`src/rtl/pulse_stretcher.sv`:
```
// Stretches single-cycle ticks into a HIGH_CYCLES-wide level pulse followed by a
// LOW_CYCLES guard gap. Define PULSE_STRETCH_RETRIGGER_EN to let ticks in HIGH extend the pulse.
module pulse_stretcher #(
  parameter int HIGH_CYCLES = 4,
  parameter int LOW_CYCLES  = 2
) (
  input  logic clk,
  input  logic reset,
  input  logic tick,
  output logic level,
  output logic busy,
  output logic dropped
);

  localparam int MAX_CYCLES = (HIGH_CYCLES > LOW_CYCLES) ? HIGH_CYCLES : LOW_CYCLES;
  localparam int CNT_W      = (MAX_CYCLES > 1) ? $clog2(MAX_CYCLES) : 1;

  localparam logic [CNT_W-1:0] HIGH_LOAD = CNT_W'(HIGH_CYCLES - 1);
  localparam logic [CNT_W-1:0] LOW_LOAD  = CNT_W'(LOW_CYCLES - 1);
  localparam logic [CNT_W-1:0] CNT_ONE   = CNT_W'(1);

  typedef enum logic [1:0] {
    S_IDLE = 2'b00,
    S_HIGH = 2'b01,
    S_GAP  = 2'b10
  } state_e;

  state_e           state_q;
  logic [CNT_W-1:0] cnt_q;
  logic             dropped_q;

  // NOTE: state is updated with non-blocking assignments so every branch below
  // reads the pre-edge value of state_q and cnt_q, exactly like the hardware flops.
  always_ff @(posedge clk or posedge reset) begin
    if (reset) begin
      state_q   <= S_IDLE;
      cnt_q     <= '0;
      dropped_q <= 1'b0;
    end else begin
      dropped_q <= 1'b0;
      case (state_q)
        S_IDLE: begin
          if (tick) begin
            state_q <= S_HIGH;
            cnt_q   <= HIGH_LOAD;
          end
        end
        S_HIGH: begin
`ifdef PULSE_STRETCH_RETRIGGER_EN
          if (tick) begin
            cnt_q <= HIGH_LOAD;
          end else if (cnt_q == '0) begin
            state_q <= S_GAP;
            cnt_q   <= LOW_LOAD;
          end else begin
            cnt_q <= cnt_q - CNT_ONE;
          end
`else
          dropped_q <= tick;
          if (cnt_q == '0) begin
            state_q <= S_GAP;
            cnt_q   <= LOW_LOAD;
          end else begin
            cnt_q <= cnt_q - CNT_ONE;
          end
`endif
        end
        S_GAP: begin
          // A tick here never shortens the gap, even on the GAP->IDLE edge.
          dropped_q <= tick;
          if (cnt_q == '0) begin
            state_q <= S_IDLE;
          end else begin
            cnt_q <= cnt_q - CNT_ONE;
          end
        end
        default: begin
          state_q <= S_IDLE;
          cnt_q   <= '0;
        end
      endcase
    end
  end

  // Outputs decode the state flop only, so they cannot glitch on tick.
  assign level   = (state_q == S_HIGH);
  assign busy    = (state_q != S_IDLE);
  assign dropped = dropped_q;

endmodule

```
`config.mk`:
```
export PLATFORM = sky130hd
export DESIGN_NAME = pulse_stretcher
export DESIGN_NICKNAME = d
export VERILOG_FILES = /design/src/rtl/pulse_stretcher.sv
export SDC_FILE = /design/constraint.sdc
export NUM_CORES = 1
export LEC_CHECK = 0
export BUFFER_PORTS_ARGS = -buffer_cell sky130_fd_sc_hd__buf_4
export CORE_AREA = 2 2 39 41
export DETAILED_ROUTE_END_ITERATION = 6
export DIE_AREA = 0 0 41 43
export SYNTH_ARGS = -nofsm -noshare
export SYNTH_HDL_FRONTEND = slang
export SYNTH_SLANG_ARGS = --single-unit
```
`constraint.sdc`:
```
create_clock -name clk -period 1.33 [get_ports clk]
set_input_delay 0.0665 -clock clk [delete_from_list [all_inputs] [get_ports clk]]
set_output_delay 0.0665 -clock clk [all_outputs]
set_load 0.01 [all_outputs]
```
==> Flow_metrics.wiki <==
{| class="wikitable"
! Metric !! Value
|-
| Run status || finished, final reports clean
|-
| Number of port buffers || 5
|-
| Mean post-synth cell area || 9.94 sq um
|-
| Gate count after technology mapping || 37
|-
| # DRC || 0
|-
| Async SR Flop Fraction || 100%
|-
| Floorplan die height || 43 um
|-
| Clock root buffer || clkbuf_4
|-
| Number of setup violations in the final report || 0
|-
| Clock buffer depth || 2
|-
| CP Data Arrival Time || 1.42 ns
|-
| Origin of the critical flop-to-flop path || state_q[0]$_DFFE_PP0P_
|-
| Detail-routed via count per cell || 4.40
|-
| Sequential power share || 21.0%
|-
| Clock Power Share || 11.9%
|-
| Pins Over Slew Limit || 0
|-
| Final net count || 67
|-
| Global-route wire length before repair || 1180 um
|-
| Overall routed net length || 740 um
|-
| Antenna diode count || 0
|-
| Worst-margin pin slew || 0.237 ns
|-
| Placed wire-length estimate after detailed placement || 555 um
|-
| Core Box Area || 0.00138 sq mm
|-
| Net switching component of the power || 569 uW
|-
| Final weighted congestion in routability-driven placement || 0.781
|-
| # clock sinks || 5
|-
| Worst Path Class, Setup || flop to flop
|-
| Relative contribution of combinational cells to total power || 67.1%
|-
| Peak clock frequency supported by timing || 0.765 GHz
|-
| H-tree levels || 1
|-
| Post-synth top cells || ha_1, inv_1, dfrtp_1
|-
| Number of flops mapped to enable cells by yosys || 0
|-
| Die footprint || 0.00176 sq mm
|-
| Detail Route Antenna Nets || 0
|-
| Most common cell in the synthesized netlist || ha_1
|-
| Highest ir drop seen on vdd || 0.985 mV
|-
| Pin count of the biggest net entering global routing || 6
|-
| Number of global-route vias before repair || 287
|-
| Setup crit end kind || flop
|-
| Count of fill cells added during filler insertion || 140
|-
| Timing startpoint of the critical path || state_q[0]$_DFFE_PP0P_
|-
| Startpoint kind of the worst setup timing path || flop
|-
| Design Power || 1440 uW
|-
| Highest fanout seen on the critical path || 4
|-
| Yosys warning count || 0
|-
| Total power divided by cell area || 2510 mW/mm^2
|-
| Number of cells in the finished layout apart from fillers || 72
|-
| Post-synth top flop || dfrtp_1
|-
| Total routing resource utilization after global routing || 10.2%
|-
| Crit share post-route || 98.3%
|-
| Source-to-sink clock delay at the later pin of the worst-skew pair || 0.24 ns
|-
| Via Count || 317
|-
| Worst setup skew after layout || 0.00372 ns
|-
| Syn_nets || 47
|-
| Count of TritonRoute iterations in the first routing pass || 2
|-
| RSZ-0062 raised after global routing || yes
|-
| Post-synthesis sequential area ratio || 34.0%
|-
| Critical hold path startpoint || tick
|-
| Effective utilization at floorplan || 26.6%
|-
| Normalized max-slew margin || 84.2%
|-
| Number of antenna violations at the first check in global routing || 0
|-
| Summed instance area of the synthesized netlist || 368 sq um
|-
| Row cnt || 14
|-
| Synthesized flop and latch total || 5
|-
| Number of clock buffers inserted by TritonCTS || 3
|-
| Max Cap Violations || 0
|-
| Final hold violation count || 0
|-
| Number of distinct library cells after synthesis || 17
|-
| Most area-hungry cell type in the Yosys netlist || dfrtp_1
|-
| Switching part of the total || 39.4%
|-
| Min cycle time layout || 1.31 ns
|-
| Boundary pin count || 6
|-
| CTS tree || done
|-
| Leakage || 0.000281 uW
|-
| Hold WC Path Type || input pin to flop
|-
| Violation count after the first detailed-routing iteration || 2
|-
| Share of final-layout standard cells stronger than drive strength 1 || 55.4%
|-
| Routed len/inst || 10.3 um
|-
| Share of the synthesized area in the top cell type || 34.0%
|-
| Clock-pin slew on the worst setup and hold paths || 0.04 ns
|-
| DP Cell Count || 65
|-
| GRT overflow || 0
|-
| Required arrival time at the worst endpoint || 1.44 ns
|-
| Width of the die || 41 um
|-
| Area delta synth->final || 56.5%
|-
| Largest cells by area after synthesis || dfrtp_1, ha_1, inv_1, a21oi_1, mux2_4
|-
| Internal power component || 874 uW
|}
-- worst max-delay path, stage by stage, from the launching register on --
cell and delay (ns):
dfrtp_2 0.45, inv_4 0.10, ha_4 0.14, nor2_2 0.04, o21ai_2 0.14, mux2_4 0.32
-- area by class of cell --
cell class | instances | area [sq um] | area share, %
clock buffer | 4 | 26.3 | 4.57
inverter | 8 | 32.5 | 5.65
multi-input combinational | 24 | 255 | 44.3
sequential | 5 | 126 | 22.0
tap | 16 | 20.0 | 3.48
timing repair buffer | 15 | 115 | 20.0
-- repair_timing --
action	4_1_cts	5_1_grt
pin swaps	0	2
hold endpoints to repair	5	0
endpoints found under the setup margin	3	4
buffers inserted	0	2
resized for setup	3	8
hold buffers	1	0
-- stage by stage --
step | setup TNS (ns) | instance area (sq um) | setup WS (ns) | util (%) | hold slack, ns
2_1_floorplan | 0 | 370 | 0.0122 | - | -0.155
3_3_place_gp | -0.0251 | 480 | -0.0225 | 34.7 | -0.0225
3_5_place_dp | -0.0348 | 480 | -0.0176 | 34.7 | -0.0200
4_1_cts | 0 | 522 | 0.00151 | 37.7 | 0.0591
5_1_grt | -0.0375 | 576 | -0.0375 | 41.6 | 0.0716
6_report | 0 | 576 | 0.0231 | 41.6 | 0.0591
-- kinds of logic after synthesis --
family | after synthesis | share of synthesized area (%)
simple gates | 8 | 11.9
fa+ha+maj | 7 | 23.8
buf+inv | 8 | 8.16
flops | 5 | 34.0
mux | 1 | 4.08
compound gates | 8 | 18.0
-- metal layers --
metal | track usage [%] | up-vias | part of all wire (%)
li1 | - | 161 | -
met5 | 0 | - | 0
met4 | 2.00 | 0 | 0
met1 | 12.7 | 151 | 38
met2 | 14.7 | 5 | 57
met3 | 6.28 | 0 | 4.2
-- path summary, 6_finish.rpt --
| check | end | slack, ns | cells past startpoint |
|---|---|---|---|
| worst max-delay path | state_q[0]$_DFFE_PP0P_ | 0.02 | 5 |
| worst min-delay path | dropped$_DFF_PP0_ | 0.06 | 2 |
| worst max register to register | state_q[0]$_DFFE_PP0P_ | 0.02 | 5 |
| worst min register to register | cnt_q[1]$_DFFE_PP0P_ | 0.52 | 1 |
| max in group asynchronous | state_q[0]$_DFFE_PP0P_ | 0.87 | 3 |
| min in group asynchronous | cnt_q[0]$_DFFE_PP0P_ | 0.27 | 3 |
-- layout by cell type (no fill, tap or decap) --
master / netlist / layout
a32o_1: 1 / 1
nor2_2: 0 / 1
mux2_4: 1 / 1
nand3b_1: 1 / 1
a221oi_1: 1 / 1
clkbuf_1: 0 / 1
ha_4: 0 / 3
dfrtp_2: 0 / 1
nand2_1: 2 / 2
ha_1: 7 / 3
nand2b_1: 1 / 1
o2bb2ai_1: 1 / 1
o21ai_2: 1 / 1
and2_1: 1 / 1
o2bb2ai_2: 1 / 1
inv_1: 6 / 4
clkbuf_4: 0 / 3
a21oi_1: 3 / 3
inv_4: 0 / 1
ha_2: 0 / 1
buf_4: 0 / 14
nor2_1: 2 / 1
nand2b_2: 1 / 1
inv_2: 2 / 3
dlygate4sd3_1: 0 / 1
dfrtp_1: 5 / 4
-- power by group through the flow --
stage / logic [uW] / clock network [uW] / registers, uW
floorplan: 503 / 0 / 292
global placement: 822 / 0 / 286
detailed placement: 834 / 0 / 287
CTS: 848 / 177 / 289
global route: 1090 / 194 / 316
finish: 969 / 172 / 303
-- flip-flops by register name, summed over array words and instances, names as in the netlist --
signal	cells
cnt_q	2
state_q	2
dropped	1
No activity file was read; power rests on OpenSTA's default activity.
